--- src/rtl/uart_rx.sv ---
// uart_rx: 8-bit serial receiver (start, 8 data LSB-first, optional extra bit, stop) behind a 2-flop synchronizer.
// Latency: valid pulses HALF_BIT + 10*CLKS_PER_BIT + 1 cycles after START entry; no backpressure, each byte is a single-cycle strobe.
// Optional UART_RX_EXTRA_CHECK_EN: a 1 in the extra bit rejects the frame with frame_err.
module uart_rx #(
    parameter int CLKS_PER_BIT = 5208,
    parameter int HALF_BIT     = 2604,
    parameter int CNT_W        = 13,
    parameter int EXTRA_BIT    = 1
) (
    input  logic       clk,
    input  logic       n_rst,
    input  logic       uart_rxd,
    output logic [7:0] dout,
    output logic       valid,
    output logic       frame_err,
    output logic       busy
);

    typedef enum logic [2:0] {
        S_IDLE, S_START, S_DATA, S_EXTRA, S_STOP, S_WAIT_HIGH
    } state_t;

    localparam logic [CNT_W-1:0] HALF_M1 = CNT_W'(HALF_BIT - 1);
    localparam logic [CNT_W-1:0] BIT_M1  = CNT_W'(CLKS_PER_BIT - 1);

    state_t           state, state_nxt;
    logic             rxd_m, rxd_s;
    logic [CNT_W-1:0] cnt;
    logic [2:0]       bit_idx;
    logic [7:0]       shift;
    logic             sample;
    logic             extra_err;
    logic             valid_nxt, ferr_nxt;

    always_ff @(posedge clk or negedge n_rst) begin
        if (!n_rst) begin
            rxd_m <= 1'b1;
            rxd_s <= 1'b1;
        end else begin
            rxd_m <= uart_rxd;
            rxd_s <= rxd_m;
        end
    end

`ifdef UART_RX_EXTRA_CHECK_EN
    // Sticky until the frame ends; the stop sample turns it into frame_err.
    always_ff @(posedge clk or negedge n_rst) begin
        if (!n_rst)
            extra_err <= 1'b0;
        else if (state == S_IDLE)
            extra_err <= 1'b0;
        else if (state == S_EXTRA && sample && rxd_s)
            extra_err <= 1'b1;
    end
`else
    assign extra_err = 1'b0;
`endif

    always_comb begin
        sample = 1'b0;
        case (state)
            S_START:                 sample = (cnt == HALF_M1);
            S_DATA, S_EXTRA, S_STOP: sample = (cnt == BIT_M1);
            default:                 sample = 1'b0;
        endcase
    end

    always_ff @(posedge clk or negedge n_rst) begin
        if (!n_rst)
            state <= S_IDLE;
        else
            state <= state_nxt;
    end

    always_comb begin
        state_nxt = state;
        case (state)
            S_IDLE:      if (!rxd_s) state_nxt = S_START;
            S_START:     if (sample) state_nxt = rxd_s ? S_IDLE : S_DATA;
            S_DATA:      if (sample && bit_idx == 3'd7)
                             state_nxt = (EXTRA_BIT != 0) ? S_EXTRA : S_STOP;
            S_EXTRA:     if (sample) state_nxt = S_STOP;
            // Leaving at mid-stop-bit leaves half a bit to catch a back-to-back start edge.
            S_STOP:      if (sample) state_nxt = rxd_s ? S_IDLE : S_WAIT_HIGH;
            S_WAIT_HIGH: if (rxd_s) state_nxt = S_IDLE;
            default:     state_nxt = S_IDLE;
        endcase
    end

    always_comb begin
        busy      = (state != S_IDLE);
        valid_nxt = (state == S_STOP) && sample && rxd_s && !extra_err;
        ferr_nxt  = (state == S_STOP) && sample && !(rxd_s && !extra_err);
    end

    always_ff @(posedge clk or negedge n_rst) begin
        if (!n_rst) begin
            cnt       <= '0;
            bit_idx   <= 3'd0;
            shift     <= 8'h00;
            dout      <= 8'h00;
            valid     <= 1'b0;
            frame_err <= 1'b0;
        end else begin
            valid     <= valid_nxt;
            frame_err <= ferr_nxt;
            if (state_nxt != state || sample)
                cnt <= '0;
            else if (state != S_IDLE && state != S_WAIT_HIGH)
                cnt <= cnt + CNT_W'(1);
            if (state == S_START && sample)
                bit_idx <= 3'd0;
            else if (state == S_DATA && sample) begin
                bit_idx <= bit_idx + 3'd1;
                shift   <= {rxd_s, shift[7:1]};
            end
            if (valid_nxt)
                dout <= shift;
        end
    end

endmodule

--- config.mk ---
export PLATFORM = sky130hd
export DESIGN_NAME = uart_rx
export DESIGN_NICKNAME = d
export VERILOG_FILES = /design/src/rtl/uart_rx.sv
export SDC_FILE = /design/constraint.sdc
export NUM_CORES = 1
export LEC_CHECK = 0
export CORE_AREA = 2 2 73 75
export CTS_BUF_LIST = sky130_fd_sc_hd__clkbuf_8
export DETAILED_ROUTE_END_ITERATION = 16
export DIE_AREA = 0 0 75 77
export MAX_ROUTING_LAYER = met4
export PLACE_DENSITY_LB_ADDON = 0.12
export SKIP_LAST_GASP = 1
export SLEW_MARGIN = 15
export SYNTH_ARGS = -nofsm -noshare
export SYNTH_HDL_FRONTEND = slang
export SYNTH_SLANG_ARGS = --single-unit
--- constraint.sdc ---
create_clock -name clk -period 2.18 [get_ports clk]
set_input_delay 0.436 -clock clk [delete_from_list [all_inputs] [get_ports clk]]
set_output_delay 0.436 -clock clk [all_outputs]
set_load 0.1 [all_outputs]
# After elaboration in Yosys (flattened, before gate mapping)
# Index checks and enable logic that the tools add are counted.
dict set report word_totals {
  register_bits 39
  input_bits 3
  out_inout_bits 11
}
dict set report op_classes {
  add_sub_neg 2
  n_eq_ne 10
  mux 14
  bitwise 1
  reduce_logical 15
}
# operator count
set ops {}
lappend ops {{$mux W3} 9}
lappend ops {{$mux W13} 2}
lappend ops {{$pmux W3 S6} 1}
lappend ops {{$add A13 B1 Y13 const B} 1}
lappend ops {{$eq A13 B12 Y1 const B} 1}
lappend ops {{$eq A13 B13 Y1 const B} 1}
lappend ops {{$eq A3 B3 Y1 const B} 3}
lappend ops {{$logic_and A1 B1 Y1} 7}
lappend ops {{$eq A3 B2 Y1 const B} 2}
lappend ops {{$reduce_bool A2 Y1} 2}
lappend ops {{$add A3 B1 Y3 const B} 1}
lappend ops {{$eq A3 B1 Y1 const B} 1}
lappend ops {{$logic_not A3 Y1} 1}
lappend ops {{$ne A3 B3 Y1} 1}
lappend ops {{$ne A3 B3 Y1 const B} 1}
lappend ops {{$reduce_bool A3 Y1} 1}
lappend ops {{$reduce_or A3 Y1} 1}
lappend ops {{$mux W2} 1}
lappend ops {{$pmux W1 S2} 1}
lappend ops {{$reduce_and A2 Y1} 1}
lappend ops {{$logic_not A1 Y1} 1}
lappend ops {{$logic_or A1 B1 Y1} 1}
lappend ops {{$not A1 Y1} 1}

# Logic depth before layout (Yosys ltp)
# Gate-level depths: netlist of the first run.
dict set report depth {
  word_depth 9
  depth_mapped 7
  depth_no_buf 6
}

# Worst setup path before layout of the first run
# OpenSTA, ideal clock, no wires.
dict set report synth_path {
  kind {register -> output}
  startpoint {register state[2]}
  endpoint {output busy}
  arrival_ps 1459
  t_required_ps 1744
  path_slack_ps 285
  stages_incl_launch_ff 4
  path_buffers 2
  path_cell_list {dfrtp_1 -> buf_2 -> clkbuf_1 -> or3_1}
}
dict set report synth_between {
  elab_chain_len 1
}
# item line_no
set synth_rtl {}
lappend synth_rtl {{start: declaration} 26} ;# state_t state, state_nxt;
lappend synth_rtl {{start signal: assignment} 72} ;# state <= state_nxt;
lappend synth_rtl {{$reduce_bool A3 Y1} 91} ;# busy = (state != S_IDLE);
lappend synth_rtl {{end: declaration} 16} ;# output logic busy
# Every way passes these cells.

# Final worst setup path of the first run
# Ends and elaborated chain as after synthesis.

==> flow_summary.yaml, run 1 <==
outcome:
  outcome: "completed"
synthesis:
  synth.most_common_cell: "dfrtp_1"
  synthTopCellsByArea: "dfrtp_1 (49%), mux2_4 (6.3%), mux2_1 (4.7%), xor2_1 (4.6%), nor2_1 (3.4%)"
  synth_top_area_cell: "dfrtp_1"
  synth-main-ff-cell: "dfrtp_1"
  yosysWarnings: 0
  synth_edf_count: 0
  async_flop_share_pct: 100
  synth_seq_cells: 39
  synth_fp_nets: 168
  yosysTopAreaCellShare_pct: 48.7
  synth_area_um2: 1900
  synthDistinctLibCells: 47
  ys_seq_area_share_pct: 51.5
  synth_area_per_cell_um2: 11.7
  ys_top_cells_by_count: "dfrtp_1 (37), nor2_1 (17), xor2_1 (10)"
  syn_inst: 162
worst_hold_path:
  hold_path_class: "in2async"
global_route:
  met1_usage_pct: 16.7
  overflow: 0
  grt_pass1_vias: 1274
  top_usage_layer: "met2"
  grt_use_met2_pct: 21.4
  track_usage_pct: 13.9
  antenna_found_initial: 0
  grt_use_met3_pct: 4.34
  grt_max_degree: 40
  grt_pass1_wl_um: 5940
cts:
  postCtsHoldBufs: 0
  cts_made_buffers: 5
  ctsResizeCount: 0
  htree_levels: 2
  worstSkewPairLatency_ns: 0.29
  cts.sinks: 39
  cts_tree: "built"
  clkTransAtPathRegs_ns: 0.08
  cts_max_path_buffers: 2
  cts-root-buf: "clkbuf_8"
  cts_setup_buffers: 0
finish:
  fill_cells: 471
  fin_area_um2: 2210
  syn2layout_area_growth_pct: 16.4
  regArea_um2: 978
  antenna_cells: 0
  nets: 185
  drive_gt1_share_pct: 22.2
  final_cells: 250
  multi_input_comb_area_um2: 875
detailed_routing:
  vias: 1275
  first_iter_violations: 87
  avgViaCountPerCell: 5.10
  drc: 0
  drtPass1Iterations: 4
  ant_nets: 0
  wl_per_cell_um: 13.6
  drt_wl_total_um: 3400
worst_setup_path:
  crit_arrival_ns: 1.61
  cp.required_ns: 1.74
  worstSetupPathType: "reg2out"
  start_kind: "flip-flop"
  critPathMaxStageDelay_ns: 0.55
  crit_slowest_cell: "dfrtp_1"
  path_buf_inv: 2
  path_max_fanout: 14
  rrSetupSlack_ns: 0.14
  critical-path-top-delay-family: "flip-flops"
  cp_cell_sequence: "buf_4 > or3_1 > buf_12"
  endpoint_kind: "primary output"
sta:
  period_minus_slack_ns: 2.05
  maxSlewHeadroom_pct: 44.7
  fin_setup_tns_ns: 0
  finalMaxSlewViolations: 0
  hold_violations: 0
  setup_violations: 0
  period_share_pct: 93.9
  hold_ws_ns: 0.237
  max_freq_mhz: 488
  rsz0062_at_grt: "yes"
  worstMarginPinSlew_ns: 0.829
  fin_skew_ns: 0.0103
floorplanning:
  coreArea_um2: 4980
  rows: 26
  die_area_um2: 5780
  start_util_pct: 38.2
  ios: 14
  die_y_um: 77
  die_w_um: 75
pwr:
  peakVddDrop_mv: 0.256
  power.density_nw_per_um2: 611
  p_leak_nw: 1.07
placement:
  post-dp-hpwl_um: 2440
  place_congestion: 0.807
  placed_area_um2: 2090
  dp_cells: 242
  port_buffers: 13
flow_run:
  maxCapViolations: 0
routing by layer:
layer | vias up | share of wire (%)
met5 | - | 0
met4 | 0 | 1.7
met3 | 6 | 3.6
met2 | 18 | 48
met1 | 638 | 47
li1 | 613 | -
layout by cell type (no fill, tap or decap), types with 3 or more instances in the layout:
cell type,instances
dfrtp_1,37
nor2_1,17
buf_4,15
xor2_1,10
nand2_1,8
mux2_1,8
mux2_4,8
nand3_1,5
a21oi_1,5
clkbuf_8,5
nand2b_1,4
o21ai_0,3
a22o_1,3
ha_1,3
state kept, by name, summed over array words and instances, names as in the netlist:
name / cells
shift: 8
cnt: 13
state: 3
bit_idx: 3
valid: 1
dout: 8
rxd_m: 1
rxd_s: 1
frame_err: 1
cells by family after synthesis:
family,synth area share (%)
buffers and inverters,2.57
flip-flops,51.5
AND/OR/NAND/NOR,18.0
multiplexers,11.6
AO/OA/AOI/OAI,8.83
adder cells (fa/ha/maj),1.98
XOR/XNOR,5.53
where the power goes:
part	internal [mW]	leakage (nW)	switching, mW
Sequential	0.726	0.523	0.00297
Clock	0.344	0.0548	0.259
Combinational	0.00356	0.494	0.0139
Total	1.07	1.07	0.276
stage by stage:
step | setup slack [ns] | total power [mW] | utilization, %
floorplan | 0.285 | 0.745 | -
global placement | 0.182 | 0.762 | 42.1
detailed placement | 0.0752 | 0.762 | 42.1
CTS | 0.0753 | 1.38 | 44.4
global route | -0.00456 | 1.42 | 44.4
finish | 0.133 | 1.35 | 44.4
final cells by class:
type | count | share of cell area (%)
Clock buffer | 5 | 3.11
Clock inverter | 3 | 2.09
Inverter | 2 | 0.340
Multi-Input combinational cell | 113 | 39.6
Sequential cell | 39 | 44.3
Tap cell | 70 | 3.96
Timing Repair Buffer | 18 | 6.68
worst paths after layout:
kind / from / to / depth (start not counted)
min reg2reg: rxd_m / rxd_s / 0
min: n_rst / dout[2] / 1
max reg2reg: cnt[0] / dout[1] / 6
min in group clk: rxd_m / rxd_s / 0
max: state[2] / busy / 3
max in group asynchronous: n_rst / cnt[2] / 1
(Power assumes the default switching activity.)
==> run 2: changes to the inputs <==
--- a/config.mk
+++ b/config.mk
@@ -5,10 +5,10 @@
 export SDC_FILE = /design/constraint.sdc
 export NUM_CORES = 1
 export LEC_CHECK = 0
-export CORE_AREA = 2 2 73 75
+export CORE_AREA = 2 2 65 67
 export CTS_BUF_LIST = sky130_fd_sc_hd__clkbuf_8
 export DETAILED_ROUTE_END_ITERATION = 16
-export DIE_AREA = 0 0 75 77
+export DIE_AREA = 0 0 67 69
 export MAX_ROUTING_LAYER = met4
 export PLACE_DENSITY_LB_ADDON = 0.12
 export SKIP_LAST_GASP = 1
==> run 2 against run 1 <==
Compared with the run above:
- non-clock buffer count is the same
- global-route usage is 2.9 points higher
- die area decreased by 20%
- combinational power barely moved
- via count fell by 1.3%
- worst setup slack better by 0.050 ns
- cell count shrank 8.0%
- fmax increased by 2.5%
- clock-buffer cell count is the same
- total power up 7.2%
- wire length decreased by 2.9%
- register-to-register slack better by 0.04 ns
- critical path type is now reg2reg
- largest cell class unchanged
- largest power group unchanged
==> flow_summary.yaml, run 2 (synthesized netlist as in run 1, its figures left out) <==
outcome:
  outcome: "completed"
cts:
  cts_made_buffers: 5
  cts_setup_buffers: 0
  worstSkewPairLatency_ns: 0.29
  postCtsHoldBufs: 0
  htree_levels: 2
  cts.sinks: 39
  cts-root-buf: "clkbuf_8"
  clkTransAtPathRegs_ns: 0.07
  cts_max_path_buffers: 2
  ctsResizeCount: 0
  cts_tree: "built"
global_route:
  antenna_found_initial: 0
  grt_max_degree: 40
  grt_pass1_vias: 1281
  grt_pass1_wl_um: 5870
  overflow: 0
  track_usage_pct: 16.9
finish:
  reg_top3: "cnt: 13 flops, dout: 8 flops, shift: 8 flops"
  final_common_cell: "dfrtp_1"
  drive_gt1_share_pct: 22.2
  nets: 185
  fill_cells: 354
  regMostFlops: "cnt"
  final_cell_mix: "dfrtp_1 (37), nor2_1 (17), buf_4 (15), xor2_1 (10)"
  syn2layout_area_growth_pct: 16.7
  fin_area_um2: 2220
  antenna_cells: 0
  largest_reg_flops: 13
  final_cells: 230
floorplanning:
  ios: 14
  start_util_pct: 48.5
  rows: 23
  die_area_um2: 4620
  die_w_um: 67
  die_y_um: 69
  coreArea_um2: 3910
pwr:
  power.total_mw: 1.45
  peakVddDrop_mv: 0.461
  power.density_nw_per_um2: 653
  p_leak_nw: 1.11
worst_setup_path:
  path_max_fanout: 9
  cp-endpoint: "dout[0]"
  endpoint_kind: "flip-flop"
  worstSetupPathType: "reg2reg"
  reg2regPathDepth: 6
  cp.required_ns: 2.36
  rr_startpoint: "cnt[0]"
  startpoint: "cnt[0]"
  crit_arrival_ns: 2.17
  start_kind: "flip-flop"
  r2r-end: "dout[0]"
  rrSetupSlack_ns: 0.18
detailed_routing:
  first_iter_violations: 76
  drc: 0
  avgViaCountPerCell: 5.47
  ant_nets: 0
  wl_per_cell_um: 14.3
  vias: 1259
  drtPass1Iterations: 4
  drt_wl_total_um: 3300
sta:
  setup_violations: 0
  period_share_pct: 91.6
  hold_violations: 0
  rsz0062_at_grt: "no"
  fin_skew_ns: 0.00230
  period_minus_slack_ns: 2.00
  finalMaxSlewViolations: 0
  maxSlewHeadroom_pct: 43.6
  worstMarginPinSlew_ns: 0.846
  max_freq_mhz: 501
  fin_setup_tns_ns: 0
placement:
  placed_area_um2: 2070
  dp_cells: 222
  post-dp-hpwl_um: 2310
  port_buffers: 13
  place_congestion: 0.757
worst_hold_path:
  hold_path_class: "in2async"
flow_run:
  maxCapViolations: 0
==> run 2: changes by cell type in the layout (fill, tap and decap cells not counted) <==
cell / delta
nand3_2: +1
inv_6: -1
nor4b_4: +1
nand3_1: -1
nor4b_2: -1
bufinv_16: +1
inv_1: +1
clkinvlp_4: -1
==> run 2: worst max-delay path, cell delays in order (launching register included) <==
cell     delay, ns
dfrtp_1       0.41
ha_1          0.20
nor3b_2       0.21
nand3_2       0.18
or2_4         0.31
nor2_8        0.23
mux2_4        0.33
==> run 2: cell type report <==
class,count,area (µm²),area share (%)
inverter,2,7.51,0.339
sequential,39,978,44.1
tap,50,62.6,2.82
clock inverter,3,63.8,2.88
multi-input combinational,113,888,40.1
timing repair buffer,18,148,6.66
clock buffer,5,68.8,3.10
==> run 2: per-layer routing <==
layer / GRT usage, % / up-vias / part of all wire [%]
met1: 20.7 / 620 / 46
met5: - / - / 0
met3: 4.89 / 6 / 3.7
li1: - / 611 / -
met4: 5.44 / 0 / 1.5
met2: 26.5 / 22 / 49
==> run 2: where the power goes <==
part           switching (mW)  internal, mW  leakage [nW]  total, mW
sequential            0.00275         0.727         0.523      0.729
combinational          0.0141       0.00354         0.516     0.0176
clock                   0.248         0.453        0.0695      0.700
==> run 2: how the worst min path moves through the flow <==
stage	startpoint	end	slack [ns]	cells after the start
after floorplan	n_rst	bit_idx[0]	0.14	0
after detailed placement	rxd_m	rxd_s	0.35	0
final	n_rst	state[2]	0.25	1
after global placement	rxd_m	rxd_s	0.35	0
after CTS	n_rst	cnt[8]	0.28	1
after global routing	n_rst	frame_err	0.32	1
==> run 2: stage by stage <==
stage	util, %	setup WS [ns]	hold WS (ns)
floorplan	-	0.285	0.140
global placement	52.8	0.172	0.347
detailed placement	52.8	0.0998	0.353
CTS	56.2	0.0865	0.279
global route	56.6	0.0388	0.318
finish	56.6	0.182	0.249
==> run 3: changes to the inputs <==
==> config.mk (replaced) <==
export PLATFORM = sky130hd
export DESIGN_NAME = uart_rx
export DESIGN_NICKNAME = d
export VERILOG_FILES = /design/src/rtl/uart_rx.sv
export SDC_FILE = /design/constraint.sdc
export NUM_CORES = 1
export LEC_CHECK = 0
export CELL_PAD_IN_SITES_DETAIL_PLACEMENT = 2
export CELL_PAD_IN_SITES_GLOBAL_PLACEMENT = 2
export CORE_AREA = 2 2 72 74
export CTS_BUF_LIST = sky130_fd_sc_hd__clkbuf_8
export DETAILED_ROUTE_END_ITERATION = 16
export DIE_AREA = 0 0 74 76
export MAX_ROUTING_LAYER = met4
export PLACE_DENSITY_LB_ADDON = 0.12
export SKIP_LAST_GASP = 1
export SYNTH_ARGS = -nofsm -noshare
export SYNTH_HDL_FRONTEND = slang
export SYNTH_SLANG_ARGS = --single-unit
==> run 3 against run 2 <==
Compared with the run above:
- clock power shrank 7.6%
- non-clock buffer count rose by 5
- register-to-register slack is essentially flat
- die area is 22% higher
- fmax down 1.2%
- first-iteration DRC count fell by 17%
- core utilization shrank 11 points
- critical path depth fell by 3
==> flow_summary.yaml, run 3 (synthesized netlist as in run 1, its figures left out) <==
sta:
  rsz0062_at_grt: "no"
  period_share_pct: 92.8
  fin_skew_ns: 0.00869
  period_minus_slack_ns: 2.02
  finalMaxSlewViolations: 0
  setup_violations: 0
  fin_setup_tns_ns: 0
  maxSlewHeadroom_pct: 57.7
  worstMarginPinSlew_ns: 0.634
  max_freq_mhz: 494
  hold_violations: 0
floorplanning:
  coreArea_um2: 4910
  die_w_um: 74
  ios: 14
  rows: 26
  die_area_um2: 5620
  die_y_um: 76
  start_util_pct: 38.7
detailed_routing:
  drt_wl_total_um: 4350
  avgViaCountPerCell: 5.12
  dr.max_layer_used: "met4"
  met3RoutedLength_um: 90
  vias: 1305
  wl_per_cell_um: 17.0
  route.met2.wl_um: 2290
  drc: 0
  ant_nets: 0
  drtPass1Iterations: 4
  wl_met1_um: 1890
  first_iter_violations: 63
worst_setup_path:
  start_kind: "flip-flop"
  crit_slowest_cell: "dfrtp_1"
  crit_arrival_ns: 1.59
  cp.required_ns: 1.74
  critPathMaxStageDelay_ns: 0.51
  endpoint_kind: "primary output"
  cp_cell_sequence: "buf_4 > or3_1 > buf_12"
  path_max_fanout: 11
  rr_startpoint: "cnt[0]"
  rrSetupSlack_ns: 0.18
  worstSetupPathType: "reg2out"
  startpoint: "state[2]"
finish:
  final_cell_mix: "dfrtp_1 (37), buf_4 (20), nor2_1 (17), xor2_1 (10)"
  syn2layout_area_growth_pct: 19.0
  final_common_cell: "dfrtp_1"
  drive_gt1_share_pct: 24.9
  fill_cells: 516
  reg_top3: "cnt: 13 flops, dout: 8 flops, shift: 8 flops"
  final_cells: 255
  nets: 190
  regMostFlops: "cnt"
  antenna_cells: 0
  largest_reg_flops: 13
cts:
  cts_made_buffers: 5
  postCtsHoldBufs: 0
  cts_tree: "built"
  cts-root-buf: "clkbuf_8"
  htree_levels: 2
  clkTransAtPathRegs_ns: 0.09
  worstSkewPairLatency_ns: 0.29
  cts_max_path_buffers: 2
  cts.sinks: 39
pwr:
  switching_share_pct: 20.7
  clkPwrFrac_pct: 46.3
  intPower_mw: 1.11
  p_leak_nw: 1.11
  seq_power_share_pct: 52.2
  p_switching_mw: 0.289
  pwr-share-comb_pct: 1.5
  peakVddDrop_mv: 0.203
  power.density_nw_per_um2: 619
global_route:
  overflow: 0
  grt_pass1_vias: 1470
  grt_pass1_wl_um: 7430
  track_usage_pct: 17.8
  grt_max_degree: 29
  antenna_found_initial: 0
flow_run:
  maxCapViolations: 0
placement:
  post-dp-hpwl_um: 3100
  dp_cells: 247
  place_congestion: 0.824
  port_buffers: 13
outcome:
  outcome: "completed"
worst_hold_path:
  hold_path_class: "in2async"
## run 3: changes by cell type in the layout (fill, tap and decap cells not counted), sizes merged
cell / before / now
buf: 17 / 22
bufinv: 2 / 1
clkbuf: 5 / 6
## run 3: repair_timing
item,in CTS,in global routing
setup endpoints to repair,0,10
resized for setup,0,2
setup buffers,0,0
## run 3: routing by layer
metal / global-route usage (%) / up-vias
met5: - / -
met4: 7.27 / 0
met3: 3.57 / 6
met2: 28.7 / 14
met1: 21.4 / 666
li1: - / 619
## run 3: layout make-up
| cell class | count | area [µm²] | share of cell area (%) |
|---|---|---|---|
| clock inverters | 2 | 38.8 | 1.72 |
| flip-flops and latches | 39 | 978 | 43.3 |
| multi-input cells | 113 | 880 | 38.9 |
| well taps | 70 | 87.6 | 3.88 |
| repair buffers | 23 | 185 | 8.19 |
| clock buffers | 6 | 82.6 | 3.65 |
| inverters | 2 | 7.51 | 0.332 |
## run 3: worst max-delay path: cells and delay by family (launching register included)
kind	cells	cell delay (ns)
simple gates	1	0.37
buf+inv	2	0.41
flops	1	0.51
## run 3: path summary, 6_finish.rpt
path / endpoint / cells after the start
setup / recovery: busy / 3
max in group asynchronous: rxd_m / 2
min in group clk: rxd_s / 0
hold reg to reg: rxd_s / 0
setup reg to reg: dout[1] / 6
hold / removal: cnt[10] / 1
## run 3: per-stage QoR
| stage | hold slack [ns] | total power, mW | cell area [µm²] | util [%] | setup WS (ns) |
|---|---|---|---|---|---|
| final | 0.154 | 1.40 | 2260 | 46.0 | 0.158 |
| after detailed placement | 0.349 | 0.766 | 2130 | 43.4 | 0.0758 |
| after floorplan | 0.140 | 0.745 | 1900 | - | 0.285 |
| after global routing | 0.191 | 1.46 | 2260 | 46.0 | 0.0200 |
| after global placement | 0.351 | 0.765 | 2130 | 43.4 | 0.162 |
| after CTS | 0.173 | 1.42 | 2250 | 45.8 | 0.0702 |
## run 3: power by group through the flow
stage	clock [mW]	sequential [mW]	combinational, mW
6_report	0.647	0.729	0.0213
2_1_floorplan	0	0.741	0.00383
3_3_place_gp	0	0.743	0.0213
5_1_grt	0.704	0.730	0.0249
4_1_cts	0.665	0.729	0.0228
3_5_place_dp	0	0.743	0.0227
==> variant 1, RTL diff (config.mk and constraints of run 1) <==
Encoding of `state_t`: now one-hot (6 bits for 6 states).
--- a/src/rtl/uart_rx.sv
+++ b/src/rtl/uart_rx.sv
@@ -16,8 +16,8 @@
     output logic       busy
 );
 
-    typedef enum logic [2:0] {
-        S_IDLE, S_START, S_DATA, S_EXTRA, S_STOP, S_WAIT_HIGH
+    typedef enum logic [5:0] {
+        S_IDLE = 6'b000001, S_START = 6'b000010, S_DATA = 6'b000100, S_EXTRA = 6'b001000, S_STOP = 6'b010000, S_WAIT_HIGH = 6'b100000
     } state_t;
 
     localparam logic [CNT_W-1:0] HALF_M1 = CNT_W'(HALF_BIT - 1);
Formal check against the unedited RTL: same outputs for any inputs over 10 cycles, from zero or initial values and one cycle with n_rst low; not proved beyond that.
==> variant 1 against run 1 <==
- the run now ends with setup timing left
- synthesized area rose by 16%
- design area rose by 30%
- sequential cell count rose by 3
- critical path depth up 1
- critical endpoint is now shift[1]
- worst setup slack got worse by 140 ps
- via count grew 33%
- hold slack lost 31 ps
- cell count is 24% higher
- sequential share of layout area down 7.3 points
- critical path type is now reg -> reg
- routed wire length rose by 46%
- first-iteration DRC count is 34% lower
Power is not compared: it rests on default switching activity, and its combinational part moved more than twofold at a synthesized area within 25%.
==> variant 1: results (changes against run 1) <==
Clock network
  – Root Buffer: clkbuf_8 (unchanged)
  – Max H-tree Level: 2 (unchanged)
  – CTS max path bufs: 2 (unchanged)
  – Skew-Pair Late Insertion Delay: 290 ps (about the same)

Logic synthesis
  – Synth async-reset ratio: 100.0% (unchanged)
  – Synth Area in XOR/XNOR: 5.959% (was 5.534%)
  – Netlist cell types: 49 (was 47)
  – Post-synthesis sequential area ratio: 47.84% (was 51.52%)
  – EDFF count, synth: 0 (unchanged)
  – Compound-Gate Fraction of Synth Area: 7.321% (was 8.827%)
  – Syn nets: 207 (was 168)
  – Multiplexer area fraction after synthesis: 11.29% (was 11.59%)
  – Mapped Area: 2205 um2 (was 1899 um2)
  – Synth area leaders: dfrtp_1 44%, mux2_2 5.6%, mux2_4 4.8% (was dfrtp_1 49%, mux2_4 6.3%, mux2_1 4.7%)
  – Post-Synth Adder-Cell Area: 1.703% (was 1.976%)
  – Synth cell count leaders: 39 x dfrtp_1, 19 x nor3_1, 11 x mux2_2 (was 37 x dfrtp_1, 17 x nor2_1, 10 x xor2_1)

Placed design
  – Placed cell areas: 2561 um2 (was 2093 um2)
  – Placer Congestion: 0.8455 (was 0.8072)
  – Post-DP HPWL: 3449 um (was 2444 um)
  – I/O Buffers: 13 (unchanged)

Final layout
  – Biggest regs: cnt: 13 flops, dout: 8 flops, shift: 8 flops (unchanged)
  – Share of layout cells above drive strength 1: 42.08% (was 22.22%)
  – Fill count: 444 (was 471)
  – Final nets: 245 (was 185)
  – Synth-to-layout area growth: 29.97% (was 16.40%)

Worst setup path
  – CP delay by family, top: simple AND/OR/NAND/NOR gates (was flip-flops)
  – Worst Reg2Reg Path Length in Cells: 4 (was 6)
  – CP max stage cell: or4_4 (was dfrtp_1)
  – Reg2reg end: shift[1] (was dout[1])
  – Worst Path Max Fanout: 7 (was 14)
  – WP data arrival: 2370 ps (was 1610 ps)
  – CP peak stage delay: 530 ps (was 550 ps)
  – CP Class: reg -> reg (was reg -> out)
  – Reg2reg start: state[4] (was cnt[0])

STA
  – Final hold slack: 205.5 ps (was 236.8 ps)
  – Tightest slew margin relative to the limit: 64.36% (was 44.71%)
  – Setup violators final: 7 (was 0)
  – TNS Setup: -34.63 ps (was 0 ps)
  – Setup Skew: 8.222 ps (was 10.26 ps)
  – Worst setup slack after layout: -9.875 ps (was 132.7 ps)

Routing
  – Routed length per placed instance: 15.98 um (was 13.59 um)
  – DRT Pass-1 Iters: 4 (unchanged)
  – 1st-iter DRT viols: 57 (was 87)
  – Vias: 1,692 (was 1,275)

Status
  – Violated checks: setup timing
  – Status: complete, but fails checks (was complete, no violations)

GRT
  – Largest net degree at the start of global routing: 43 (was 40)
  – Wire length of the first global-routing pass: 8176 um (was 5940 um)
  – GRT Total Usage: 18.62% (was 13.94%)

Power
  – P_int: 0.001609 W
  – Maximum vdd drop: 0.4484 mV
[variant 1: kinds of logic (layout without fill, tap and decap cells)]
logic type | after synthesis | after routing
flip-flops | 42 | 42
adder cells (fa/ha/maj) | 3 | 3
XOR/XNOR | 15 | 15
AND/OR/NAND/NOR | 79 | 79
AO/OA/AOI/OAI | 23 | 23
multiplexers | 20 | 20
buffers and inverters | 19 | 58
[variant 1: final cells by class]
| type | count | share of cell area, % |
|---|---|---|
| multi-input cells | 140 | 42.01 |
| repair buffers | 45 | 12.49 |
| clock buffers | 5 | 2.402 |
| well taps | 70 | 3.057 |
| inverters | 5 | 0.6550 |
| clock inverters | 3 | 2.402 |
| flip-flops and latches | 42 | 36.99 |
[variant 1: layer usage]
layer  part of all wire (%)  GRT usage, %  vias up  routed length, um
li1                       -             -      809                  -
met1                     45         23.86      845               2216
met2                     51         29.74       29               2527
met3                    2.6         3.942        9                129
met4                    1.6         4.821        0                 81
met5                      0             -        -                  0
[variant 1: how the worst max path moves through the flow]
stage / end
after CTS: shift[1]
after global placement: shift[2]
final: shift[1]
after detailed placement: shift[1]
after global routing: shift[5]
after floorplan: shift[0]
[variant 1: worst reg2reg max path, cell delays in order, from the launching register on]
cell     delay, ps
dfrtp_1        420
or4_4          530
or3b_4         400
or3_4          420
mux2_4         320
[variant 1: repair_timing]
action / CTS / global route
pin swaps: 0 / 5
resized for setup: 5 / 28
setup endpoints to repair: 8 / 36
setup buffers: 0 / 2
endpoints found under the hold margin: 0 / 0
[variant 1: stage by stage]
step / worst slack, ps / cells
CTS: -36.21 / 309
finish: -9.875 / 310
floorplan: -75.73 / 201
global placement: -25.15 / 301
detailed placement: -70.11 / 301
global route: -42.59 / 310
==> variant 2, RTL diff (settings of run 1) <==
Made on the original files. Add a define of `UART_RX_EXTRA_CHECK_EN`.
--- a/src/rtl/uart_rx.sv
+++ b/src/rtl/uart_rx.sv
@@ -1,6 +1,8 @@
 // uart_rx: 8-bit serial receiver (start, 8 data LSB-first, optional extra bit, stop) behind a 2-flop synchronizer.
 // Latency: valid pulses HALF_BIT + 10*CLKS_PER_BIT + 1 cycles after START entry; no backpressure, each byte is a single-cycle strobe.
 // Optional UART_RX_EXTRA_CHECK_EN: a 1 in the extra bit rejects the frame with frame_err.
+`define UART_RX_EXTRA_CHECK_EN
+
 module uart_rx #(
     parameter int CLKS_PER_BIT = 5208,
     parameter int HALF_BIT     = 2604,
Formal check against the unedited RTL: no difference found for any inputs over 10 cycles, from zero or initial values and one cycle with n_rst low; that may be too few to reach the edited logic, so the function may still have changed.
==> variant 2 against run 1 <==
- sequential share of layout area fell by 2.2 points
- power rose by 3.8%
- register-to-register slack improved by 50 ps
- sequential cell count rose by 1
- worst setup slack improved by 16 ps
- first-iteration DRC count rose by 1.1%
- routed wire length rose by 18%
- design area rose by 7.8%
- via count rose by 14%
- synthesized area rose by 6.7%
- non-clock buffer count rose by 6
- fmax rose by 0.79%
- largest cell class unchanged
==> variant 2: results (changes against run 1) <==
Clock network
  – Clock-pin transition on the worst setup and hold timing paths: 80 ps (about the same)
  – Skew-Pair Late Insertion Delay: 280 ps
  – Root Buffer: clkbuf_8 (unchanged)
  – Post-CTS Setup Inserts: 0 (unchanged)
  – PostCTS Resize Cnt: 0 (unchanged)
  – CTS max path bufs: 2 (unchanged)

Status
  – Status: complete, no violations (unchanged)

GRT
  – Largest net degree at the start of global routing: 41 (was 40)
  – Wire length of the first global-routing pass: 6886 um (was 5940 um)
  – Vias in the first global route: 1,426 (was 1,274)
  – GRT Total Usage: 15.78% (was 13.94%)

Routing
  – 1st-iter DRT viols: 88 (was 87)
  – Routed length per placed instance: 14.79 um (was 13.59 um)
  – Met2 routed WL: 1885 um (was 1615 um)
  – Highest routed layer: met4 (unchanged)
  – Post-Route M1 WL: 2004 um (was 1599 um)
  – Via/cell ratio: 5.373 (was 5.100)
  – WL met3: 99 um (was 123 um)

STA
  – Final Max Tran Viols: 0 (unchanged)
  – Setup Skew: 4.011 ps (was 10.26 ps)
  – Tightest slew margin relative to the limit: 70.71% (was 44.71%)

Final layout
  – Share of layout cells above drive strength 1: 28.36% (was 22.22%)
  – Fill count: 458 (was 471)
  – Final nets: 206 (was 185)
  – Diodes inserted: 0 (unchanged)

Logic synthesis
  – Multiplexer area fraction after synthesis: 10.44% (was 11.59%)
  – Compound-Gate Fraction of Synth Area: 14.76% (was 8.827%)
  – Synth Area in XOR/XNOR: 3.830% (was 5.534%)
  – Netlist cell types: 46 (was 47)
  – Synth area leaders: dfrtp_1 47%, mux2_2 9.5%, xor2_1 3.0% (was dfrtp_1 49%, mux2_4 6.3%, mux2_1 4.7%)
  – Post-synthesis sequential area ratio: 49.54% (was 51.52%)
  – Post-Synth Adder-Cell Area: 1.853% (was 1.976%)
  – Syn nets: 185 (was 168)
  – Synth cell count leaders: 38 x dfrtp_1, 17 x mux2_2, 11 x a21oi_1 (was 37 x dfrtp_1, 17 x nor2_1, 10 x xor2_1)

Worst setup path
  – Worst Path Max Fanout: 13 (was 14)
  – CP startpoint: state[0] (was state[2])
  – Worst Reg2Reg Path Length in Cells: 5 (was 6)
  – Reg2reg start: cnt[0] (unchanged)
  – Setup slack, reg-to-reg: 190 ps (was 140 ps)
  – Reg2reg end: shift[6] (was dout[1])
  – Worst setup path endpoint: busy (unchanged)

Placed design
  – Placer Congestion: 0.8029 (was 0.8072)
  – Post-DP HPWL: 2860 um (was 2444 um)

Power
  – Leak Pwr: 1.108 nW (was 1.072 nW)
  – Maximum vdd drop: 0.3744 mV (was 0.2555 mV)
variant 2: worst max-delay path, stage by stage (launching register included):
cell and delay [ps]:
dfrtp_1 480, buf_4 220, or3_1 420, buf_12 190
variant 2: logic make-up after synthesis:
kind of cell    Yosys count
fa+ha+maj                 3
mux                      19
xor+xnor                  8
compound gates           44
buf+inv                  13
simple gates             52
flops                    40
variant 2: cell type report:
| cell class | count | area, um2 | area share (%) |
|---|---|---|---|
| well taps | 70 | 87.58 | 3.675 |
| repair buffers | 24 | 205.2 | 8.609 |
| multi-input cells | 126 | 954.7 | 40.05 |
| clock inverters | 2 | 38.79 | 1.627 |
| clock buffers | 6 | 82.58 | 3.465 |
| inverters | 3 | 11.26 | 0.4724 |
| flip-flops and latches | 40 | 1003 | 42.10 |
variant 2: layer usage:
| metal | vias up | global-route usage, % |
|---|---|---|
| li1 | 707 | - |
| met1 | 734 | 21.40 |
| met2 | 13 | 23.77 |
| met3 | 2 | 3.942 |
| met4 | 0 | 3.750 |
| met5 | - | - |
variant 2: per-stage QoR:
| step | std cells | setup slack (ps) | cell area [um2] | util [%] |
|---|---|---|---|---|
| floorplan | 179 | 267.7 | 2026 | - |
| global placement | 263 | 211.6 | 2261 | 45.42 |
| detailed placement | 263 | 120.3 | 2261 | 45.42 |
| CTS | 271 | 109.1 | 2382 | 47.86 |
| global route | 271 | 6.588 | 2384 | 47.89 |
| finish | 271 | 148.7 | 2384 | 47.89 |
variant 2: worst min path at each step:
stage | slack (ps) | end | start
floorplan | 140 | bit_idx[0] | n_rst
global placement | 350 | rxd_s | rxd_m
detailed placement | 350 | rxd_s | rxd_m
CTS | 110 | cnt[12] | n_rst
global route | 110 | bit_idx[2] | n_rst
finish | 100 | bit_idx[2] | n_rst
variant 2: power by group:
group          internal (W)  switching (W)  leakage (nW)
Sequential         0.000745     0.00000247         0.537
Clock              0.000374       0.000256        0.0614
Combinational    0.00000773      0.0000161         0.509
